$ cat config.mk
export PLATFORM = sky130hd
export DESIGN_NAME = seq_divider
export DESIGN_NICKNAME = d
export VERILOG_FILES = /design/src/rtl/seq_divider_pkg.sv /design/src/rtl/seq_divider_div_step.sv /design/src/rtl/seq_divider.sv
export SDC_FILE = /design/constraint.sdc
export NUM_CORES = 1
export LEC_CHECK = 0
export CORE_ASPECT_RATIO = 0.8
export CORE_MARGIN = 2
export CORE_UTILIZATION = 60
export DETAILED_ROUTE_END_ITERATION = 10
export PLACE_DENSITY = 0.81
export SETUP_SLACK_MARGIN = 0.2
export SYNTH_ARGS = -nofsm -noshare
export SYNTH_HDL_FRONTEND = slang
export SYNTH_SLANG_ARGS = --single-unit
$ cat constraint.sdc
create_clock -name clk -period 9.1 [get_ports clk]
set_input_delay 0.91 -clock clk [delete_from_list [all_inputs] [get_ports clk]]
set_output_delay 0.91 -clock clk [all_outputs]
set_load 0.02 [all_outputs]
$ cat src/rtl/seq_divider_pkg.sv
// Shared types for the sequential divider: operation encoding, adder op and
// small decode helpers.
package seq_divider_pkg;

    typedef enum logic [1:0] {
        DIV_DIV  = 2'd0,
        DIV_DIVU = 2'd1,
        DIV_REM  = 2'd2,
        DIV_REMU = 2'd3
    } divOp_t;

    typedef enum logic {
        ADD_OP_ADD = 1'b0,
        ADD_OP_SUB = 1'b1
    } adderOp_t;

    function automatic logic op_is_signed(divOp_t o);
        return (o == DIV_DIV) || (o == DIV_REM);
    endfunction

    function automatic logic op_is_rem(divOp_t o);
        return (o == DIV_REM) || (o == DIV_REMU);
    endfunction

endpackage

$ cat src/rtl/seq_divider_div_step.sv
// One restoring shift-subtract iteration: shift the next dividend bit into the
// partial remainder and subtract the divisor when it fits.
module div_step
    import seq_divider_pkg::*;
#(
    parameter int unsigned WIDTH = 32
) (
    input  logic [WIDTH-1:0] rem_in,
    input  logic             dvd_bit,
    input  logic [WIDTH-1:0] divisor,
    output logic [WIDTH-1:0] rem_next_c,
    output logic             q_bit_c
);

    logic [WIDTH:0]   shifted;
    logic [WIDTH-1:0] diff;

    // The partial remainder is always below the divisor, so the low WIDTH bits
    // of the difference are exact whenever the subtraction is taken.
    assign shifted    = {rem_in, dvd_bit};
    assign q_bit_c    = (shifted >= {1'b0, divisor});
    assign diff       = shifted[WIDTH-1:0] - divisor;
    assign rem_next_c = q_bit_c ? diff : shifted[WIDTH-1:0];

endmodule

$ cat src/rtl/seq_divider.sv
// Multi-cycle signed/unsigned divider with valid/ready request and response.
// Optional macro SEQ_DIVIDER_EARLY_OUT_EN short-cuts divide-by-zero and signed overflow.
module seq_divider
    import seq_divider_pkg::*;
#(
    parameter int unsigned WIDTH = 32
) (
    input  logic             clk,
    input  logic             rst_n,
    input  logic             req_valid,
    output logic             req_ready,
    input  divOp_t           op,
    input  logic [WIDTH-1:0] dividend,
    input  logic [WIDTH-1:0] divisor,
    output logic             resp_valid,
    input  logic             resp_ready,
    output logic [WIDTH-1:0] result,
    output logic             busy
);

    localparam int unsigned CNT_W = $clog2(WIDTH) + 1;

    typedef enum logic [1:0] {
        IDLE = 2'd0,
        CALC = 2'd1,
        FIX  = 2'd2,
        DONE = 2'd3
    } state_t;

    state_t           state;
    logic [CNT_W-1:0] cnt;
    logic [WIDTH-1:0] rem;
    logic [WIDTH-1:0] quo;
    logic [WIDTH-1:0] dvsr;
    divOp_t           op_q;
    logic             q_neg;
    logic             r_neg;
    logic             div_zero;

    logic             sgn_c;
    logic             div_zero_c;
    logic [WIDTH-1:0] dvd_mag_c;
    logic [WIDTH-1:0] dvs_mag_c;
    logic [WIDTH-1:0] step_rem_c;
    logic             step_q_c;
    logic [WIDTH-1:0] quo_fix_c;
    logic [WIDTH-1:0] rem_fix_c;

    // Operand decode at acceptance: magnitudes for signed ops
    assign sgn_c      = op_is_signed(op);
    assign div_zero_c = (divisor == '0);
    assign dvd_mag_c  = (sgn_c && dividend[WIDTH-1]) ? -dividend : dividend;
    assign dvs_mag_c  = (sgn_c && divisor[WIDTH-1])  ? -divisor  : divisor;

`ifdef SEQ_DIVIDER_EARLY_OUT_EN
    logic             ovf_c;
    logic [WIDTH-1:0] early_res_c;

    assign ovf_c = sgn_c && (dividend == {1'b1, {(WIDTH-1){1'b0}}}) && (divisor == '1);
    assign early_res_c = op_is_rem(op) ? (div_zero_c ? dividend : '0)
                                       : (div_zero_c ? '1 : dividend);
`endif

    div_step #(.WIDTH(WIDTH)) u_div_step (
        .rem_in     (rem),
        .dvd_bit    (quo[WIDTH-1]),
        .divisor    (dvsr),
        .rem_next_c (step_rem_c),
        .q_bit_c    (step_q_c)
    );

    // Sign correction; a zero divisor always yields an all-ones quotient
    assign quo_fix_c = div_zero ? '1 : (q_neg ? -quo : quo);
    assign rem_fix_c = r_neg ? -rem : rem;

    always_ff @(posedge clk or negedge rst_n) begin
        if (!rst_n) begin
            state      <= IDLE;
            cnt        <= '0;
            rem        <= '0;
            quo        <= '0;
            dvsr       <= '0;
            op_q       <= DIV_DIV;
            q_neg      <= 1'b0;
            r_neg      <= 1'b0;
            div_zero   <= 1'b0;
            req_ready  <= 1'b1;
            resp_valid <= 1'b0;
            busy       <= 1'b0;
            result     <= '0;
        end else begin
            case (state)
                IDLE: begin
                    if (req_valid && req_ready) begin
                        op_q      <= op;
                        rem       <= '0;
                        quo       <= dvd_mag_c;
                        dvsr      <= dvs_mag_c;
                        q_neg     <= sgn_c && (dividend[WIDTH-1] ^ divisor[WIDTH-1]);
                        r_neg     <= sgn_c && dividend[WIDTH-1];
                        div_zero  <= div_zero_c;
                        cnt       <= '0;
                        req_ready <= 1'b0;
                        busy      <= 1'b1;
`ifdef SEQ_DIVIDER_EARLY_OUT_EN
                        if (div_zero_c || ovf_c) begin
                            state      <= DONE;
                            resp_valid <= 1'b1;
                            result     <= early_res_c;
                        end else begin
                            state <= CALC;
                        end
`else
                        state <= CALC;
`endif
                    end
                end
                CALC: begin
                    rem <= step_rem_c;
                    quo <= {quo[WIDTH-2:0], step_q_c};
                    cnt <= cnt + CNT_W'(1);
                    if (cnt == CNT_W'(WIDTH - 1)) begin
                        state <= FIX;
                    end
                end
                FIX: begin
                    state      <= DONE;
                    resp_valid <= 1'b1;
                    result     <= op_is_rem(op_q) ? rem_fix_c : quo_fix_c;
                end
                DONE: begin
                    // Retire; req_ready returns only on the following cycle
                    if (resp_ready) begin
                        state      <= IDLE;
                        resp_valid <= 1'b0;
                        result     <= '0;
                        busy       <= 1'b0;
                        req_ready  <= 1'b1;
                    end
                end
                default: state <= IDLE;
            endcase
        end
    end

endmodule

[After elaboration in Yosys (flattened, before gate mapping)]
Index checks and enable logic that the tools add are counted.
W data, S select, Z words.
Word-level totals
  word-level logic and storage cells: 74
  output and inout bits: 35
  register bits after elaboration: 144
  input port bits: 70
Operators by class
  muxes and demuxes: 26
  reductions and logical operators: 17
  bitwise operators: 1
  equal/unequal tests: 10
  order comparisons: 1
  add/subtract/negate cells: 6
Operators with widths (number)
  $mux W32: 10
  $pmux W32 S2: 3
  $neg A32 Y32: 4
  $ge A33 B32 Y1: 1
  $logic_not A32 Y1: 1
  $sub A32 B32 Y32: 1
  $pmux W6 S2: 1
  $eq A2 B2 Y1 const B: 5
  $pmux W2 S4: 1
  $add A6 B1 Y6 const B: 1
  $eq A6 B5 Y1 const B: 1
  $mux W2: 3
  $mux W6: 1
  $ne A2 B2 Y1 const B: 3
  $pmux W1 S2: 3
  $reduce_and A2 Y1: 3
  $reduce_and A3 Y1: 2
  $reduce_bool A2 Y1: 3
  $logic_and A1 B1 Y1: 4
  $logic_not A2 Y1: 2
  $mux W1: 4
  $eq A2 B1 Y1 const B: 1
  $logic_or A1 B1 Y1: 2
  $xor A1 B1 Y1: 1

[Logic depth before layout (Yosys ltp)]
  depth after elaboration: 6
  gate-level depth with buffers: 14
  gate-level depth less buffers: 13

[By module]
From an unflattened synthesis, not the netlist that was laid out.
Second synthesis, totals
  cells, all modules: 1340
  area, all modules: 11203.2 um^2
Modules (own cells, without submodules)
  seq_divider: area an instance 8720.9 um^2, times used 1, cells each 1001, sequential area each 3579.7 um^2
  div_step: area an instance 2482.4 um^2, times used 1, cells each 339, sequential area each 0.0 um^2

[Worst setup path after synthesis]
No wires, ideal clock.
  path type: input-to-reg
  from: input port dividend[4]
  to: register quo[29]
  data arrival time: 3.067 ns
  library setup time: 0.130 ns
  cell stages on the path: 9
  setup slack: 5.903 ns
  data required time: 8.970 ns
  path buffers: 0
  path through: nor4_1 nand3_1 nor4_1 and3b_1 nand2_1 or3_1 o41ai_1 xor2_1 o21ai_0
On the way
  word-level cells in the longest chain between the ends: 4
Ends and longest elaborated chain
  start, declared: RTL line seq_divider.sv:13  | input logic [WIDTH-1:0] dividend,
  $neg A32 Y32: RTL line seq_divider.sv:52  | assign dvd_mag_c = (sgn_c && dividend[WIDTH-1]) ? -dividend : dividend;
  $mux W32: RTL line seq_divider.sv:52
  $mux W32: RTL line seq_divider.sv:94  | if (req_valid && req_ready) begin
  $pmux W32 S2: RTL line seq_divider.sv:92  | case (state)
  end signal, assigned: RTL line seq_divider.sv:97  | quo <= dvd_mag_c;
  end signal, assigned: RTL line seq_divider.sv:120  | quo <= {quo[WIDTH-2:0], step_q_c};
  end, declared: RTL line seq_divider.sv:33  | logic [WIDTH-1:0] quo;
Every way passes these cells. The select of a mux whose other input is x is not followed.
A chain may end at the register's enable or synchronous reset.

[Worst setup path after layout]
  from: register rem[2]
  to: register rem[10]
On the way
  word-level cells in the longest chain between the ends: 3
  elaborated cells on any way between the ends: 4
  those cells by class: 1 x add/sub; 1 x order compare; 2 x mux
Ends and longest elaborated chain
  start, declared: RTL line seq_divider.sv:32  | logic [WIDTH-1:0] rem;
  start signal, assigned: RTL line seq_divider.sv:119  | rem <= step_rem_c;
  $sub A32 B32 Y32 / $ge A33 B32 Y1 (equally long branches): RTL line seq_divider_div_step.sv:22, seq_divider_div_step.sv:21
  $mux W32 *: RTL line seq_divider_div_step.sv:23  | assign rem_next_c = q_bit_c ? diff : shifted[WIDTH-1:0];
  $pmux W32 S2 *: RTL line seq_divider.sv:92
Every way passes the cells marked *; elsewhere a longest branch is shown, timed or not.

==> results.txt <==
Setup repair after global routing left no endpoint under its margin. The logs give 0 for the number of gates resized after CTS and 43 for the floorplan row count. The final design instance area without fill was 0.0125 sq mm. The final critical path takes up 46.4% of the cycle. For the worst setup path, the data arrival time is 4530 ps.

The worst hold path begins at result[8]$_DFFE_PN0P_. Compound-gate portion of the synthesized area: 25.6%. The H-tree was split into 4 levels.

Of the cells placed in the final design, the portion with a size suffix greater than 1 is 4.98%. On the final layout, the worst clock skew is 10.3 ps. The total wire length after detailed routing was 31100 microns.

The instance count after placement with tap cells included was 1579; the y dimension of the die was 124 microns. The root buffer cell chosen for the clock tree is sky130_fd_sc_hd__clkbuf_16. After clock tree synthesis, the clock-pin slew on the worst setup and hold paths is 70 ps. The run gives 22100 microns as the HPWL reported at the end of detailed placement. TritonCTS built the clock tree. The xor and xnor fraction of the mapped netlist area came out at 11.7%.

The simple-gate share of the synthesized area was 18.8%; the number of different library cells in the post-synthesis netlist was 65. The critical path in this run is classified as flop to flop. The number of buffers inserted by port buffering was 104; the number of failing hold endpoints at the final stage was 0. Category of the worst setup path capture point: a flop. The placer congestion estimate was 0.923; the number of sinks driven by the clock tree was 143. After Yosys synthesis, full adders, half adders and majority gates account for 4.97% of the synthesized area. The number of hold buffers added after CTS was 0. Relative to the synthesized area, the layout overhead comes to 16.2%.

The first global-routing pass estimated 50400 microns of wire. Critical-path cell with the highest stage delay: sky130_fd_sc_hd__nand2_1. For this design the ratio of total power to cell area is 382 mW/mm^2. The final layout contains 1485 nets. The run gives 5 as the number of iterations in the first detailed-routing pass.

On the final layout, the worst hold slack is 475 ps. The area of the core was 0.0174 sq mm; the number of antenna violations at the first check in global routing was 0. Counting stages on the worst path, the most repeated cell is sky130_fd_sc_hd__a211oi_1. Of all flip-flops after synthesis, the portion carrying an async set or reset was 100%.

The total overflow left after global routing is 0. In the routed layout, each cell is associated on average with a via count of 6.47. The clock passes through at most 2 buffers. The class of the tightest hold or removal check is flop to flop.

The placed cell area was 0.0119 sq mm. The initial detailed-routing violation count is 1106, and the post-synthesis cell count is 1316. The run gives 27.3% as the worst slew margin relative to its limit. The maximum number of pins on one net before global-route repair was 84. STA puts the critical path data required time at 9410 ps. The full die area is 0.0190 sq mm. The initial core utilization came out at 61.5%.

Share of the core filled with cells: 71.5%. Across every metal layer, demand over resource in global routing totals 33.3%. After synthesis, the largest family of logic cells by area is compound AO/OA/AOI/OAI gates. The count of maximum capacitance violations is 0, and the post-detailed-route count of antenna-violating nets is 0. The number of global-route vias before repair came out at 9522. The number of setup buffers added after CTS is 0.

Timing would allow up to 0.237 GHz. Yosys printed 0 warnings. The most used flip-flop cell after synthesis is sky130_fd_sc_hd__dfrtp_1. The final period demand of the worst path works out to 4220 ps. The run gives 0.00554 uW as the total leakage power. The measured slew at the worst slew-check pin is 1090 ps.

The number of pins exceeding their max-slew limit in the final report was 0; the critical-path maximum fanout was 21. Walking the worst path, the cells encountered are ha_1, and3_1, o21ai_0, nand3_1, a211oi_1, a211oi_1, o211ai_1, a211o_1, nand2_1, a221o_1. The overall die width came out at 153 microns. The flop and latch count out of synthesis was 143. The count of inserted antenna diode cells is 0.

For the summed instance area of the synthesized netlist, the log shows 0.0107 sq mm. The clock reaches the later pin of the worst-skew pair after 430 ps. The synthesized area divided by synthesized cell count works out to 8.15 sq um. Excluding fillers, the count of instances in the completed layout stands at 1611. The multiplexer fraction of the synthesized cell area was 0.572%. For this run, the slowest stage of the critical path takes 640 ps. The run gives 0 ps as the final total negative setup slack. The type of origin of the critical path was a flop. The number of nets in the synthesized netlist is 1428.

The most critical setup path has its startpoint at rem[2]$_DFFE_PN0P_. The final route contains 10429 vias. After detailed routing, the average wire length per cell comes to 19.3 microns. IR analysis of the VDD net gives a maximum drop of 341 uV. In this run the critical register-to-register path is launched from rem[2]$_DFFE_PN0P_.

DRC violation count after routing: 0. The flow ran to the end, and the final reports show no timing, DRC or antenna violations. The number of buffers added by the clock tree synthesis step is 17, and the number of filler cells placed in the layout is 1425. The count of flip-flops with a built-in enable after synthesis came out at 0. Sequential cells were found to cover 33.4% of the synthesized design area. Pin placement for this block handled 105 I/O pins. Setup violations remaining at the end of the flow were counted as 0.
sequential cells by signal, indices dropped and copies added, names as in the netlist:
| signal | flops |
|---|---|
| dvsr | 32 |
| quo | 32 |
| rem | 32 |
| result | 32 |
| cnt | 6 |
| state | 2 |
| busy | 1 |
| div_zero | 1 |
| op_q | 1 |
| q_neg | 1 |
| r_neg | 1 |
| req_ready | 1 |
| resp_valid | 1 |
kinds of logic after synthesis:
| logic type | count (synthesis) |
|---|---|
| AO/OA/AOI/OAI | 419 |
| XOR/XNOR | 143 |
| adder cells (fa/ha/maj) | 42 |
| buffers and inverters | 138 |
| flip-flops | 143 |
| multiplexers | 6 |
| AND/OR/NAND/NOR | 425 |
path summary, 6_finish.rpt:
check                                             end  slack (ps)  cells after the start
max in group asynchronous        dvsr[27]$_DFFE_PN0P_        7210                      2
worst max-delay path              rem[10]$_DFFE_PN0P_        4880                     10
worst min register to register  result[8]$_DFFE_PN0P_         480                      1
min in group asynchronous          quo[7]$_DFFE_PN0P_         500                      1
worst max register to register    rem[10]$_DFFE_PN0P_        4880                     10
worst min-delay path            result[8]$_DFFE_PN0P_         480                      1
area by class of cell:
class,instances,area (sq um),share of cell area (%)
multi-input combinational,1035,6650,53.4
sequential,143,3580,28.7
timing repair buffer,115,1120,9.03
clock buffer,17,425,3.42
tap,225,282,2.26
inverter,61,229,1.84
clock inverter,15,170,1.37
power by group:
part	switching [uW]	internal (uW)
logic	1760	1070
registers	313	886
clock network	324	393
synth_stat cells (13+ instances only):
library cell | count | area (sq um)
sky130_fd_sc_hd__o31ai_1 | 23 | 173
sky130_fd_sc_hd__nor2_1 | 92 | 345
sky130_fd_sc_hd__a21oi_1 | 98 | 490
sky130_fd_sc_hd__dfrtp_1 | 142 | 3550
sky130_fd_sc_hd__inv_1 | 59 | 221
sky130_fd_sc_hd__o21ai_0 | 130 | 651
sky130_fd_sc_hd__ha_1 | 41 | 513
sky130_fd_sc_hd__nand3_1 | 43 | 215
sky130_fd_sc_hd__nor4_1 | 15 | 93.8
sky130_fd_sc_hd__or4_1 | 13 | 97.6
sky130_fd_sc_hd__a221o_1 | 21 | 210
sky130_fd_sc_hd__clkbuf_1 | 69 | 259
sky130_fd_sc_hd__nor3_1 | 44 | 220
sky130_fd_sc_hd__xnor2_1 | 54 | 473
sky130_fd_sc_hd__a21o_1 | 36 | 270
sky130_fd_sc_hd__nor2b_1 | 14 | 87.6
sky130_fd_sc_hd__nand2_1 | 137 | 514
sky130_fd_sc_hd__or3_1 | 23 | 144
sky130_fd_sc_hd__xor2_1 | 89 | 780
sky130_fd_sc_hd__a221oi_1 | 27 | 236
layout by cell type (no fill, tap or decap), drive strengths merged, types with 8 or more instances in the layout:
master / netlist / layout
a211oi: 8 / 8
a21o: 36 / 36
a21oi: 98 / 98
a221o: 21 / 21
a221oi: 27 / 27
and3: 10 / 10
buf: 8 / 12
clkbuf: 69 / 17
clkdlybuf4s50: 0 / 103
dfrtp: 142 / 142
ha: 41 / 41
inv: 60 / 71
nand2: 138 / 138
nand2b: 11 / 11
nand3: 43 / 43
nor2: 92 / 92
nor2b: 14 / 14
nor3: 44 / 44
nor4: 15 / 15
o21ai: 132 / 132
o31ai: 28 / 28
o41ai: 13 / 13
or3: 24 / 24
or4: 16 / 16
xnor2: 54 / 54
xor2: 89 / 89
critical path, delay by kind of cell (launching register included):
family	cells	cell delay [ps]
and+or+nand+nor	3	1070
DFF	1	470
AOI/OAI and AO/OA	6	2160
adders and majority gates	1	390
routing by layer:
| layer | GRT usage [%] | wire length, microns | vias to the layer above |
|---|---|---|---|
| met2 | 50.8 | 13600 | 526 |
| met4 | 8.66 | 544 | 0 |
| li1 | - | - | 4873 |
| met5 | 0 | 0 | - |
| met1 | 49.4 | 13900 | 4983 |
| met3 | 5.57 | 3020 | 47 |
metrics by stage:
stage	setup slack, ps	power, uW
6_report	4880	4750
5_1_grt	4640	5080
4_1_cts	5000	4680
3_5_place_dp	4950	3940
3_3_place_gp	5010	3880
2_1_floorplan	5900	3190
Note: power is estimated with default switching activity, not from simulation.
